--- src/rtl/mem_scan_ctrl.sv ---
// mem_scan_ctrl: paced read sequencer for data_mem feeding a held display register.
//   clk, rst_n          : clock, asynchronous active-low reset
//   btn_pause, btn_fast : raw buttons (pause toggles on rising edge, fast is a level)
//   rd_en, data_addr    : read request to data_mem (1-cycle registered read)
//   mem_data            : data_mem read data
//   disp_data           : last captured word, held stable
//   disp_valid          : one-cycle strobe when disp_data updates
//   paused              : high while scanning is paused
module mem_scan_ctrl #(
  parameter int ADDR_NUM   = 128,
  parameter int ADDR_WIDTH = $clog2(ADDR_NUM),
  parameter int DATA_WIDTH = 32,
  parameter int TICK_DIV   = 50_000_000,
  parameter int FAST_SHIFT = 2
) (
  input  logic                  clk,
  input  logic                  rst_n,
  input  logic                  btn_pause,
  input  logic                  btn_fast,
  output logic                  rd_en,
  output logic [ADDR_WIDTH-1:0] data_addr,
  input  logic [DATA_WIDTH-1:0] mem_data,
  output logic [DATA_WIDTH-1:0] disp_data,
  output logic                  disp_valid,
  output logic                  paused
);
  localparam int CW = $clog2(TICK_DIV);
  localparam int FP = (TICK_DIV >> FAST_SHIFT) < 1 ? 1 : (TICK_DIV >> FAST_SHIFT);
  localparam logic [CW-1:0] LIM_N = CW'(TICK_DIV - 1);
  localparam logic [CW-1:0] LIM_F = CW'(FP - 1);
  localparam logic [ADDR_WIDTH-1:0] A_LAST = ADDR_WIDTH'(ADDR_NUM - 1);
  typedef enum logic [2:0] {IDLE, ISSUE, CAPTURE, WAIT_TICK, PAUSED} state_t;
  state_t r_state, w_next;
  logic [ADDR_WIDTH-1:0] r_addr;
  logic [DATA_WIDTH-1:0] r_disp;
  logic                  r_valid;
  logic [CW-1:0]         r_cnt, w_cnt_nx, w_lim;
  logic                  r_tgl, w_tgl_nx, w_ev, w_cap;
  logic [2:0]            r_ps;
  logic [1:0]            r_fs;
  assign w_ev       = r_ps[1] & ~r_ps[2];
  assign w_lim      = r_fs[1] ? LIM_F : LIM_N;
  assign rd_en      = r_state == ISSUE;
  assign paused     = r_state == PAUSED;
  assign data_addr  = r_addr;
  assign disp_data  = r_disp;
  assign disp_valid = r_valid;
  // A pause event arms the toggle everywhere except PAUSED, where it releases it.
  assign w_tgl_nx = w_ev ? (r_state != PAUSED) : r_tgl;
  always_comb begin
    w_next   = r_state;
    w_cnt_nx = r_cnt;
    w_cap    = 1'b0;
    case (r_state)
      IDLE:    w_next = ISSUE;
      ISSUE:   w_next = CAPTURE;
      CAPTURE: begin
        w_cap    = 1'b1;
        w_cnt_nx = '0;
        w_next   = (r_tgl | w_ev) ? PAUSED : WAIT_TICK;
      end
      WAIT_TICK: begin
        // >= so that switching to the shorter period never overruns the count.
        w_next   = w_ev ? PAUSED : (r_cnt >= w_lim) ? ISSUE : WAIT_TICK;
        w_cnt_nx = w_ev ? r_cnt : (r_cnt >= w_lim) ? '0 : r_cnt + 1'b1;
      end
      PAUSED:  w_next = w_ev ? WAIT_TICK : PAUSED;
      default: w_next = IDLE;
    endcase
  end
  always_ff @(posedge clk or negedge rst_n) begin
    if (!rst_n) begin
      r_state <= IDLE;
      r_addr  <= '0;
      r_disp  <= '0;
      r_valid <= 1'b0;
      r_cnt   <= '0;
      r_tgl   <= 1'b0;
      r_ps    <= '0;
      r_fs    <= '0;
    end else begin
      r_state <= w_next;
      r_cnt   <= w_cnt_nx;
      r_tgl   <= w_tgl_nx;
      r_ps    <= {r_ps[1:0], btn_pause};
      r_fs    <= {r_fs[0], btn_fast};
      r_valid <= w_cap;
      if (w_cap) begin
        r_disp <= mem_data;
        r_addr <= (r_addr == A_LAST) ? '0 : r_addr + 1'b1;
      end
    end
  end
endmodule
--- config.mk ---
export PLATFORM = sky130hd
export DESIGN_NAME = mem_scan_ctrl
export DESIGN_NICKNAME = d
export VERILOG_FILES = /design/src/rtl/mem_scan_ctrl.sv
export SDC_FILE = /design/constraint.sdc
export NUM_CORES = 1
export LEC_CHECK = 0
export CORE_MARGIN = 5
export CORE_UTILIZATION = 54
export CTS_CLUSTER_DIAMETER = 40
export DETAILED_ROUTE_END_ITERATION = 16
export GPL_ROUTABILITY_DRIVEN = 0
export GPL_TIMING_DRIVEN = 0
export HOLD_SLACK_MARGIN = 0.05
export PLACE_DENSITY_LB_ADDON = 0.2
export SYNTH_ARGS = -nofsm -noshare
export SYNTH_HDL_FRONTEND = slang
export SYNTH_SLANG_ARGS = --single-unit
--- constraint.sdc ---
create_clock -name clk -period 6.9 [get_ports clk]
set_clock_uncertainty 0.15 [all_clocks]
set_input_delay 2.07 -clock clk [delete_from_list [all_inputs] [get_ports clk]]
set_output_delay 2.07 -clock clk [all_outputs]
set_load 0.02 [all_outputs]
==> results.md <==
- The run finished with clean final reports.
- The final setup violation count is 0.
- Counting every sink on the clock net gives 75.
- Among all flip-flop cells after synthesis, the most frequent one is sky130_fd_sc_hd__dfrtp_1.
- Counting the fill cells in the layout gives approximately 470.
- Counting both buffers and inverters, the worst setup path holds a total of 2.
- Summing internal, switching and leakage power gives 1.795 mW.
- After floorplanning, the core was divided into 29 placement rows.
- The count of TritonRoute iterations in the first routing pass is 4.
- The total power per unit cell area is 388.2 nW/um^2.
- The proportion of layout cells with a drive suffix above 1 is under 10%.
- Buffers placed on the I/O ports in this run total 77.
- The startpoint type of the worst setup path is a register.
- On the critical path, the stage with the largest delay is an instance of sky130_fd_sc_hd__clkdlybuf4s50_1.
- The number of nets handed over by synthesis was around 410.
- The number of standard cells after synthesis is roughly 360.
- The final hold violation count is 0.
- The via count of the first global-routing pass was between 2000 and 3000.
- The clock reaches the later pin of the worst-skew pair after 350 ps.
- After synthesis, the share of flip-flops with an asynchronous set or reset is 100.0%.
- The signal on the critical path passes through inv_1 > nor3_1 > clkdlybuf4s50_1.
- The total clock buffers created by CTS is 9.
- Setup repair after global routing left no endpoint under its margin.
- The distinct cell type count after synthesis is 50.
- Relative to the synthesized area, the layout overhead comes to 32.47%.
- For the finished layout, the period the worst path requires is 4046 ps.
- The clock tree buffer depth is 2.
- The estimated wirelength of the detail-placed design is 5749 um.
- The synthesized design contains 75 register bits.
- The clock slew seen by the registers of the worst setup and hold paths is 90 ps.
- The number of post-CTS setup repair buffers is 0.
- The initial antenna violation count is 0.
- The routed wire length is 8112 um.
- The highest fanout seen on the critical path is 5.
- The wire length of the first global-routing pass is 13620 um.
- The die height is between 90 and 100 um.
- After detailed routing, the average wire length per cell comes to 15.22 um.
- The clock tree from TritonCTS is done.
- The number of max-cap violations is 0.
- The average instance in the mapped netlist occupies roughly 9.6 um^2.
- Summed over all cells, the static leakage comes to about 2.2 nW.
- At the end of the flow, the number of nets in the layout was 497.
- In this run, synthesis inferred 0 flip-flops with an integrated enable.
- The sequential area share after synthesis is between 50 and 60%.
- The worst setup path is captured at an output pin.
- After layout, the worst path uses 58.63% of the clock period.
- The total inserted antenna cells is 0.
- Summed over all layers, the global routing overflow is 0.
- At the worst endpoint, the required time is between 4000 and 5000 ps.
- The cts-stage hold buffer count is 0.
- The pin count of the biggest net entering global routing is between 40 and 50.
- The setup total negative slack is 0 ps.
- For this run, the number of Yosys warnings is 0.
- The type of the tightest min-delay check is register to register.
- The detail route stage leaves a number of antenna-violating nets equal to 0.
- The data arrival time of the critical path is 1830 ps.
- The die boundary width is around 90 um.
- On the worst path, the slowest cell contributes a delay of 660 ps.
- The worst setup path is of the register to output pin kind.
- The H-tree was split into 3 levels.
- For this run, the top clock speed supported by timing is 247.2 MHz.
- The max-slew violation total from the final report is 0.
- The root buffer cell chosen for the clock tree is sky130_fd_sc_hd__clkbuf_8.
- The via count is between 2000 and 3000.
- The die covers 8172 um^2.
- The detailed-route DRC error count is 0.
- The actual transition at the worst max-transition pin is 535.6 ps.
- The family of cells with the greatest summed delay on the critical path is buffers and inverters.
- The overall routing resource usage is 20.44%.
- The synthesized netlist occupies a cell area of 3491 um^2.
- The first routing iteration left 120 violations.
- Once the floorplan was initialized, standard cells occupied 55.29% of the core.
- Dividing the detail-routed via count by the number of cells gives around 5.4.
- The worst pin sits at a relative slew slack of 64.22%.
- The count of cells resized by post-cts repair is 0.
- In this run the standard cell core region covers 6314 um^2.
- For this design the top-level I/O count stands at 78.
- Across the VDD grid, the largest voltage drop is 0.2947 mV.
==> where the power goes <==
group | internal (mW) | total, mW | switching [mW]
clock | 0.243 | 0.420 | 0.177
combinational | 0.315 | 0.723 | 0.408
sequential | 0.567 | 0.652 | 0.0853
==> path summary, 6_finish.rpt <==
path / from / endpoint / slack, ps / cells after the start
setup / recovery: r_state[0] / rd_en / 2850 / 3
hold / removal: r_fs[0] / r_fs[1] / 200 / 0
setup reg to reg: r_fs[1] / r_cnt[13] / 4200 / 8
hold reg to reg: r_fs[0] / r_fs[1] / 200 / 0
max in group asynchronous: rst_n / disp_data[13] / 4510 / 2
min in group asynchronous: rst_n / r_cnt[16] / 1520 / 1
==> cell type report <==
cell class                 instances  area, um^2  area share, %
sequential                        75        1877          40.58
buffer                            12       58.81          1.272
clock inverter                     7       125.1          2.706
timing repair buffer              78       788.3          17.05
tap                               77       96.34          2.083
multi-input combinational        268        1529          33.06
inverter                           7       26.28         0.5682
clock buffer                       9       123.9          2.679
==> cells in the final DEF (no fill, tap or decap), types with 2 or more instances in the layout <==
cell,instances
sky130_fd_sc_hd__nor3_1,4
sky130_fd_sc_hd__ha_1,10
sky130_fd_sc_hd__clkbuf_1,6
sky130_fd_sc_hd__clkdlybuf4s50_1,76
sky130_fd_sc_hd__nand2_1,114
sky130_fd_sc_hd__buf_4,2
sky130_fd_sc_hd__a31oi_1,4
sky130_fd_sc_hd__buf_1,2
sky130_fd_sc_hd__bufinv_16,3
sky130_fd_sc_hd__mux2i_1,3
sky130_fd_sc_hd__clkbuf_8,9
sky130_fd_sc_hd__and3_1,8
sky130_fd_sc_hd__dfrtp_1,75
sky130_fd_sc_hd__xnor2_1,7
sky130_fd_sc_hd__nand4_1,16
sky130_fd_sc_hd__buf_2,2
sky130_fd_sc_hd__clkinvlp_4,2
sky130_fd_sc_hd__nand2b_1,3
sky130_fd_sc_hd__a21o_1,2
sky130_fd_sc_hd__nor2_1,25
sky130_fd_sc_hd__inv_1,6
sky130_fd_sc_hd__and3_2,2
sky130_fd_sc_hd__nand4b_1,2
sky130_fd_sc_hd__and4_1,6
sky130_fd_sc_hd__o21ai_0,3
sky130_fd_sc_hd__a21oi_1,11
sky130_fd_sc_hd__xor2_1,15
sky130_fd_sc_hd__nand3_1,9
==> metrics by stage <==
step / hold slack, ps / utilization (%) / worst slack (ps) / cells / instance area [um^2]
floorplan: 181.2 / - / 3664 / 362 / 3491
global placement: 183.0 / 69.03 / 1007 / 516 / 4358
detailed placement: 184.7 / 69.30 / 3269 / 517 / 4375
CTS: 201.6 / 73.25 / 2848 / 533 / 4624
global route: 208.8 / 73.25 / 2728 / 533 / 4624
finish: 197.8 / 73.25 / 2854 / 533 / 4624
==> state kept, by name (all words and copies together), names as in the netlist <==
name,count
data_addr,7
disp_data,32
disp_valid,1
r_cnt,26
r_fs,2
r_ps,3
r_state,3
r_tgl,1
==> cells by family (layout without fill, tap and decap cells) <==
family | count (synthesis) | after routing | synth area share [%]
compound gates | 30 | 30 | 6.129
xor+xnor | 22 | 22 | 5.520
fa+ha+maj | 10 | 10 | 3.584
buf+inv | 19 | 113 | 2.437
flops | 75 | 75 | 53.76
mux | 3 | 3 | 0.8602
simple gates | 203 | 203 | 27.71
==> cells in the mapped netlist, types with 2 or more instances <==
master / number / share of area (%)
sky130_fd_sc_hd__nand2_1: 114 / 12
sky130_fd_sc_hd__dfrtp_1: 75 / 54
sky130_fd_sc_hd__nor2_1: 25 / 2.7
sky130_fd_sc_hd__nand4_1: 16 / 2.9
sky130_fd_sc_hd__xor2_1: 15 / 3.8
sky130_fd_sc_hd__a21oi_1: 11 / 1.6
sky130_fd_sc_hd__ha_1: 10 / 3.6
sky130_fd_sc_hd__nand3_1: 9 / 1.3
sky130_fd_sc_hd__and3_1: 8 / 1.4
sky130_fd_sc_hd__xnor2_1: 7 / 1.8
sky130_fd_sc_hd__and4_1: 6 / 1.5
sky130_fd_sc_hd__clkbuf_1: 6 / 0.65
sky130_fd_sc_hd__inv_1: 6 / 0.65
sky130_fd_sc_hd__a31oi_1: 4 / 0.72
sky130_fd_sc_hd__nor3_1: 4 / 0.57
sky130_fd_sc_hd__mux2i_1: 3 / 0.86
sky130_fd_sc_hd__nand2b_1: 3 / 0.54
sky130_fd_sc_hd__o21ai_0: 3 / 0.43
sky130_fd_sc_hd__a21o_1: 2 / 0.43
sky130_fd_sc_hd__and3_2: 2 / 0.43
sky130_fd_sc_hd__buf_1: 2 / 0.22
sky130_fd_sc_hd__buf_2: 2 / 0.29
sky130_fd_sc_hd__nand4b_1: 2 / 0.50
==> worst register-to-register path, cell delays in order, from the launching register on <==
cell                      delay, ps
sky130_fd_sc_hd__dfrtp_1        490
sky130_fd_sc_hd__ha_1           390
sky130_fd_sc_hd__and4_1         280
sky130_fd_sc_hd__nand4_1        110
sky130_fd_sc_hd__a31oi_1        330
sky130_fd_sc_hd__nor3_1         100
sky130_fd_sc_hd__nor2_2         350
sky130_fd_sc_hd__buf_2          290
sky130_fd_sc_hd__nor2_1          90
==> layer usage <==
| layer | GRT usage [%] | up-vias | share of wire [%] |
|---|---|---|---|
| li1 | - | 1410 | - |
| met1 | 25.27 | 1416 | 42 |
| met2 | 31.95 | 61 | 48 |
| met3 | 9.000 | 11 | 8.7 |
| met4 | 6.948 | 0 | 1.6 |
| met5 | 0 | - | 0 |
No activity file was read; power rests on OpenSTA's default activity.
